--- src/rtl/hazard_detection_unit.sv ---
// Purpose: ID-stage load/data hazard detector for a 5-stage pipeline.
//   Tracks the instructions that have left ID in two shadow slots (EXE, MEM)
//   and raises a stall request when the ID instruction reads a register that
//   one of them will still write. The WB stage is not tracked: the register
//   file writes in the first half-cycle, so a WB producer is already visible.
// Configuration macro: FORWARDING_EN
//   undefined - stall on any EXE- or MEM-slot match (no bypass network)
//   defined   - stall only on a load-use match in the EXE slot
// Ports:
//   clk, rst          rising-edge clock, synchronous active-high reset
//   id_valid          ID stage holds a real instruction
//   src1, src2, dest  ID-stage register numbers
//   WB_EN, MEM_R_EN   ID-stage controller: writes a register / is a load
//   Is_Imm, ST_or_BNE ID-stage controller: immediate form / store or BNE
//   branch_taken      EXE resolved a taken branch or jump (flush ID)
//   hazard_detected   combinational stall request to controller, PC, IF/ID
//   stall_cycles      saturating count of stalled cycles
module hazard_detection_unit (
  input  logic        clk,
  input  logic        rst,
  input  logic        id_valid,
  input  logic [4:0]  src1,
  input  logic [4:0]  src2,
  input  logic [4:0]  dest,
  input  logic        WB_EN,
  input  logic        MEM_R_EN,
  input  logic        Is_Imm,
  input  logic        ST_or_BNE,
  input  logic        branch_taken,
  output logic        hazard_detected,
  output logic [15:0] stall_cycles
);

  localparam int unsigned REG_W = 5;
  localparam int unsigned CNT_W = 16;

  typedef struct packed {
    logic             valid;
    logic [REG_W-1:0] dest;
    logic             wb_en;
    logic             mem_r_en;
  } slot_t;

  slot_t exe_slot;
  slot_t mem_slot;
  slot_t exe_next;
  logic  uses_src2;
  logic  exe_hit;
  logic  mem_hit;
  logic  raw_hazard;
  logic  unused_bits;

  // A slot matches a source when it will write that (nonzero) register.
  function automatic logic slot_match(input slot_t s, input logic [REG_W-1:0] src);
    return s.valid && s.wb_en && (src != '0) && (s.dest == src);
  endfunction

  // Dependency detection against both in-flight slots.
  always_comb begin
    uses_src2 = !Is_Imm || ST_or_BNE;
    exe_hit   = slot_match(exe_slot, src1) || (uses_src2 && slot_match(exe_slot, src2));
    mem_hit   = slot_match(mem_slot, src1) || (uses_src2 && slot_match(mem_slot, src2));
`ifdef FORWARDING_EN
    // Everything but a load one cycle ahead is covered by the bypass network.
    raw_hazard  = exe_hit && exe_slot.mem_r_en;
    unused_bits = mem_hit ^ mem_slot.mem_r_en;
`else
    raw_hazard  = exe_hit || mem_hit;
    unused_bits = mem_slot.mem_r_en;
`endif
    // A flushed or empty ID slot never stalls; reset also masks the request.
    hazard_detected = !rst && id_valid && !branch_taken && raw_hazard;
  end

  // A stalled or flushed ID instruction enters EXE as a bubble.
  always_comb begin
    exe_next = '0;
    if (!hazard_detected && !branch_taken) begin
      exe_next.valid    = id_valid;
      exe_next.dest     = dest;
      exe_next.wb_en    = WB_EN;
      exe_next.mem_r_en = MEM_R_EN;
    end
  end

  // Slot pipeline and saturating stall counter.
  always_ff @(posedge clk) begin
    if (rst) begin
      exe_slot     <= '0;
      mem_slot     <= '0;
      stall_cycles <= '0;
    end else begin
      mem_slot <= exe_slot;
      exe_slot <= exe_next;
      if (hazard_detected && (stall_cycles != '1)) begin
        stall_cycles <= stall_cycles + CNT_W'(1);
      end
    end
  end

endmodule

--- config.mk ---
export PLATFORM = sky130hd
export DESIGN_NAME = hazard_detection_unit
export DESIGN_NICKNAME = d
export VERILOG_FILES = /design/src/rtl/hazard_detection_unit.sv
export SDC_FILE = /design/constraint.sdc
export NUM_CORES = 1
export LEC_CHECK = 0
export ABC_AREA = 0
export ABC_CLOCK_PERIOD_IN_PS = 6600
export CAP_MARGIN = 10
export CORE_UTILIZATION = 52
export DETAILED_ROUTE_END_ITERATION = 10
export GPL_ROUTABILITY_DRIVEN = 0
export PLACE_DENSITY = 0.81
export SETUP_SLACK_MARGIN = 0.3
export SKIP_CTS_REPAIR_TIMING = 1
export SLEW_MARGIN = 20
export SYNTH_ARGS = -nofsm -noshare
export SYNTH_HDL_FRONTEND = slang
export SYNTH_SLANG_ARGS = --single-unit
--- constraint.sdc ---
create_clock -name clk -period 6.6 [get_ports clk]
set_clock_uncertainty 0.1 [all_clocks]
set_input_delay 0.66 -clock clk [delete_from_list [all_inputs] [get_ports clk]]
set_output_delay 0.66 -clock clk [all_outputs]
set_load 0.02 [all_outputs]
== Word level (Yosys, flattened, before mapping) ==
Index checks and enable logic that the tools add are counted.
W data, S select, Z words.

* Register bits: 30
* Input port bits: 23
* Output and inout bits: 17
* Word-level logic and storage cells: 42

* $add $sub $neg: 1
* Equal/unequal tests: 5
* Bitwise operators: 1
* Reduce and logical (&&, ||, !) cells: 28

{| class="wikitable"
|+ Operators with widths
! kind !! count
|-
| $eq A5 B5 Y1 || 4
|-
| $logic_and A1 B1 Y1 || 17
|-
| $add A16 B1 Y16 const B || 1
|-
| $ne A16 B16 Y1 const B || 1
|-
| $reduce_bool A5 Y1 || 2
|-
| $logic_not A1 Y1 || 4
|-
| $logic_or A1 B1 Y1 || 4
|-
| $reduce_or A2 Y1 || 1
|-
| $not A1 Y1 || 1
|}

== Depth between registers and ports, before layout ==
Gate-level depths: netlist (run 1).

* Depth after elaboration: 11
* Gate-level depth with buffers: 10
* Depth with buffers taken out: 8

== Worst setup path after synthesis (run 1) ==
Ideal clock, no wire load.

* Path kind: in2out
* Start: input src2[4]
* End: output hazard_detected
* Data arrival time: 2.481 ns
* Required time: 5.840 ns
* Slack: 3.359 ns
* Stages on the path: 8
* Path buffers: 2
* Path through: xor2_1 > or4_1 > or4_1 > a21oi_1 > o21ai_2 > buf_6 > clkbuf_1 > inv_1

* Longest elaborated chain between the ends: 7
* Elaborated cells on any way between the ends: 13
* Classes of those cells: 2 x eq/ne; 11 x reduce/logical

{| class="wikitable"
|+ Ends and longest elaborated chain
! item !! RTL line !! text
|-
| start, declared || 23 || <nowiki>input logic [4:0] src2,</nowiki>
|-
| $reduce_bool A5 Y1 || 55 || <nowiki>return s.valid && s.wb_en && (src != '0) && (s.dest == src);</nowiki>
|-
| $logic_and A1 B1 Y1 (2 in series) || 55 ||
|-
| $logic_and A1 B1 Y1 (on tied branches) || 61, 62 ||
|-
| $logic_or A1 B1 Y1 (on tied branches) || 61, 62 ||
|-
| $logic_or A1 B1 Y1 * || 68 || <nowiki>raw_hazard = exe_hit || mem_hit;</nowiki>
|-
| $logic_and A1 B1 Y1 * || 72 || <nowiki>hazard_detected = !rst && id_valid && !branch_taken && raw_hazard;</nowiki>
|-
| end, declared || 30 || <nowiki>output logic hazard_detected,</nowiki>
|}

Mark *: on every way between the ends. The rest lies on a longest branch, timed or not.

== Worst setup path in the final report (run 1) ==
Same ends and word-level chain as after synthesis.

==> results.cfg, run 1 <==
[critical_path]
critical_path_class = in2out
cp_max_fo = 28
crit_family = buffers and inverters
critical_path_arrival_ps = 3520
worstPathCellList = clkdlybuf4s50_1, xor2_1, or4_1, or4_1, a21oi_1, o21ai_2, inv_1, clkdlybuf4s50_1
worst-path-buf-inv = 3
endpoint_kind = primary output
r2r_setup_slack_ps = 3530
crit_path_max_incr_delay_ps = 610
critPathLaunchType = primary input
cp_slowest_cell = clkdlybuf4s50_1
worstPathRequired_ps = 5840

[power_and_ir_drop]
ir_drop_mv = 0.1906
powerDensity_nw_per_um2 = 160.2
leakage_nw = 0.7073
pwr-share-comb = 0.100
p_switching_mw = 0.07631
power_switching_share = 0.2404
p_seq_frac = 0.586
clkPwrFrac = 0.314
internal_power_mw = 0.2412

[cts]
cts_made_buffers = 5
cts_sinks = 30
cts-root-buf = clkbuf_4
clk_pin_slew_ps = 80
insertion_delay_ps = 340
cts_buffer_depth = 2
h-tree-depth = 2
cts_tree = built

[final_layout]
fin_area_um2 = 1982
layout_commonest_cell = clkdlybuf4s50_1
drive_above_1_share = 0.08057
diodes = 0
layout_common_cells = 38 x clkdlybuf4s50_1, 30 x dfxtp_1, 14 x xor2_1, 14 x or4_1
final_core_util = 0.7126
nets = 235
area_growth_pct = 28.89

[status]
status = completed

[floorplan]
ioPinCount = 40
dieArea_um2 = 3179
initial_core_util = 0.5529
die_h_um = 56.38
design.core.area_um2 = 2781
rows = 19
die_w_um = 56.38

[detailed_routing]
first_pass_iters = 4
routedWlPerCell_um = 14.67
routed_wl_um = 3551
avgViaCountPerCell = 5.868
dr.first_iter.drc_count = 52
num_vias = 1420
remaining_drc_errors = 0
final_antenna_net_count = 0

[global_route]
track_usage = 0.2456
antenna_found_initial = 0
grt_start_max_net_pins = 29
grt_pass1_vias = 1347
grt_pass1_wl_um = 5989
grt_overflow = 0

[synth]
synth_cell_types = 32
ys_ff_latch = 30
synthesis.nets = 198
seq_area_frac_synth = 0.3906
syn_area_um2 = 1538
synthCells = 174
ys_warn_count = 0
avgSynthCellArea_um2 = 8.838

[timing]
fin_crit_ps = 4278
clock.fmax_ghz = 0.2337
setup_viol = 0
worst_pin_slew_ps = 964.4
max_slew_margin = 0.3570
timing.final.crit_share = 0.6482
fin_setup_tns_ps = 0
hold_viol = 0
rsz0062_at_grt = no
slew_viol_final = 0

[placed_design]
dpl.hpwl_um = 2601
io_buffers = 38
placed_area_um2 = 1934

[job]
cap_violations = 0

[min_path]
min_path_type = reg2reg
[metrics by stage]
stage	setup slack [ps]	hold slack, ps	total power, mW	std cells
global route	2138	395.6	0.3296	242
finish	2322	377.3	0.3175	242
CTS	2306	381.6	0.3202	242
global placement	2405	362.6	0.2206	235
floorplan	3359	337.9	0.2036	174
detailed placement	2309	363.8	0.2223	235
[cell usage after synthesis, drive strengths merged]
cell type,number,share of area
nand2,8,0.020
nor4,4,0.016
nand3,4,0.013
and2,10,0.041
ha,1,0.0081
a21boi,1,0.0049
nand4,7,0.028
xnor2,6,0.034
a2111oi,1,0.0057
nor2,8,0.020
o21ba,1,0.0065
or4,14,0.068
or2,1,0.0041
buf,1,0.0073
o21ai,3,0.012
nand3b,1,0.0049
and3,2,0.0081
dfxtp,30,0.39
a211oi,2,0.0098
or3,1,0.0041
o31ai,9,0.044
nor2b,12,0.049
inv,4,0.0098
clkbuf,8,0.020
o31a,1,0.0057
nor3,2,0.0065
xor2,14,0.080
a21oi,13,0.045
mux2,4,0.029
and4,1,0.0057
[worst paths after layout]
path	from	endpoint	cells past startpoint
worst max-delay path	src2[4]	hazard_detected	8
worst min-delay path	exe_slot[1]	mem_slot[1]	1
worst max register to register	exe_slot[6]	stall_cycles[14]	7
worst min register to register	exe_slot[1]	mem_slot[1]	1
[sequential cells by signal, summed over array words and instances (netlist names)]
register and cells:
exe_slot 7, mem_slot 7, stall_cycles 16
[power groups by stage]
stage          Sequential [mW]  Clock (mW)  Combinational, mW
2_1_floorplan            0.190           0             0.0139
3_5_place_dp             0.190           0             0.0318
6_report                 0.186      0.0996             0.0317
4_1_cts                  0.186       0.102             0.0319
3_3_place_gp             0.190           0             0.0302
5_1_grt                  0.187       0.108             0.0345
[kinds of logic (layout without fill, tap and decap cells)]
family | Yosys count | in the layout | synth area share
AO/OA/AOI/OAI | 31 | 31 | 0.1334
XOR/XNOR | 20 | 20 | 0.1139
adder cells (fa/ha/maj) | 1 | 1 | 0.008135
buffers and inverters | 13 | 50 | 0.03661
flip-flops | 30 | 30 | 0.3906
multiplexers | 4 | 4 | 0.02929
AND/OR/NAND/NOR | 75 | 75 | 0.2880
[layer usage]
layer | wire [um] | vias up | share of wire | track usage
met1 | 1530 | 669 | 0.43 | 0.2882
met2 | 1787 | 35 | 0.50 | 0.4048
li1 | - | 708 | - | -
met3 | 170 | 8 | 0.048 | 0.06912
met4 | 61 | 0 | 0.017 | 0.1324
met5 | 0 | - | 0 | 0
[area by class of cell]
cell class | instances | area (um2)
tap | 31 | 38.79
fill | 228 | 799.5
clock buffer | 5 | 37.54
sequential | 30 | 600.6
timing repair buffer | 39 | 387.9
inverter | 4 | 15.01
clock inverter | 2 | 10.01
multi-input combinational | 131 | 892.1
No activity file was read; power rests on OpenSTA's default activity.
==> run 2: changes to the inputs <==
ABC_CLOCK_PERIOD_IN_PS = 3700   (was 6600)
CORE_UTILIZATION = 43   (was 52)
PLACE_DENSITY = 0.71   (was 0.81)
clock period = 3.7 ns   (was 6.6 ns; I/O delays follow)
==> results.cfg, run 2 (same netlist as run 1, synthesis figures left out) <==
[cts]
cts_sinks = 30
h-tree-depth = 2
insertion_delay_ps = 340
cts_tree = built
cts_made_buffers = 5
clk_pin_slew_ps = 100
cts-root-buf = clkbuf_4
cts_buffer_depth = 2

[final_layout]
largest_reg_flops = 16
diodes = 0
area_growth_pct = 33.12
final_core_util = 0.6039
nets = 237
layout_commonest_cell = clkdlybuf4s50_1
reg_top3 = stall_cycles x16, exe_slot x7, mem_slot x7
drive_above_1_share = 0.09346
regMostFlops = stall_cycles
layout_common_cells = 37 x clkdlybuf4s50_1, 30 x dfxtp_1, 14 x xor2_1, 14 x or4_1, 12 x nor2b_1

[floorplan]
design.core.area_um2 = 3390
rows = 21
ioPinCount = 40
die_w_um = 61.80
initial_core_util = 0.4537
dieArea_um2 = 3819
die_h_um = 61.80

[global_route]
grt_start_max_net_pins = 29
grt_pass1_vias = 1244
grt_pass1_wl_um = 5416
track_usage = 0.2013
grt_overflow = 0
antenna_found_initial = 0

[critical_path]
critical_path_class = in2out
cp_max_fo = 10
endpoint_kind = primary output
critical_path_arrival_ps = 2620
worstPathRequired_ps = 3230
critPathLaunchType = primary input

[detailed_routing]
final_antenna_net_count = 0
dr.first_iter.drc_count = 57
routed_wl_um = 3477
routedWlPerCell_um = 13.37
first_pass_iters = 4
remaining_drc_errors = 0
num_vias = 1410
avgViaCountPerCell = 5.423

[timing]
hold_slack_ps = 375.8
slew_viol_final = 0
max_slew_margin = 0.5288
setup_viol = 0
timing.final.crit_share = 0.8342
fin_setup_tns_ps = 0
clock.fmax_ghz = 0.3240
worst_pin_slew_ps = 703.0
fin_crit_ps = 3086
rsz0062_at_grt = no
hold_viol = 0

[power_and_ir_drop]
ir_drop_mv = 0.2022
powerDensity_nw_per_um2 = 317.5
leakage_nw = 0.7266
total_power_mw = 0.6498

[min_path]
min_path_type = reg2reg

[placed_design]
dpl.hpwl_um = 2632
io_buffers = 38

[status]
status = completed

[job]
cap_violations = 0
## run 2: path summary, 6_finish.rpt
check,startpoint,end,slack [ps],cells after the start
max reg2reg,exe_slot[6],stall_cycles[4],840,8
min,exe_slot[1],mem_slot[1],380,1
max,src2[4],hazard_detected,610,8
min reg2reg,exe_slot[1],mem_slot[1],380,1
## run 2: layout make-up
class	instances	area (um2)
timing repair buffer	41	405.4
clock inverter	2	37.54
inverter	4	15.01
fill	307	1343
sequential	30	600.6
multi-input combinational	131	889.6
tap	46	57.56
clock buffer	6	41.29
## run 2: critical path, cell delays in order
cell             delay (ps)
clkdlybuf4s50_1         460
xor2_1                  180
or4_1                   500
or4_1                   440
a21oi_2                 180
o21ai_2                 150
inv_1                   110
dlymetal6s2s_1          230
## run 2: metal layers
layer  share of wire  global-route usage
met5               0                   0
met4           0.016             0.08571
met3           0.045             0.06832
met2            0.49              0.3257
met1            0.45              0.2440
## run 2: through the flow
| stage | worst slack [ps] | std cells | instance area (um2) |
|---|---|---|---|
| finish | 613.5 | 260 | 2047 |
| detailed placement | 208.8 | 252 | 1962 |
| CTS | 208.6 | 260 | 2041 |
| floorplan | 1018 | 174 | 1538 |
| global placement | 267.6 | 252 | 1962 |
| global route | 432.9 | 260 | 2047 |
## run 2: power by group
part,leakage (nW),internal [mW],switching [mW],total (mW)
clock network,0.0385,0.142,0.119,0.262
registers,0.243,0.328,0.00449,0.332
logic,0.445,0.0344,0.0215,0.0559
total,0.727,0.505,0.145,0.650
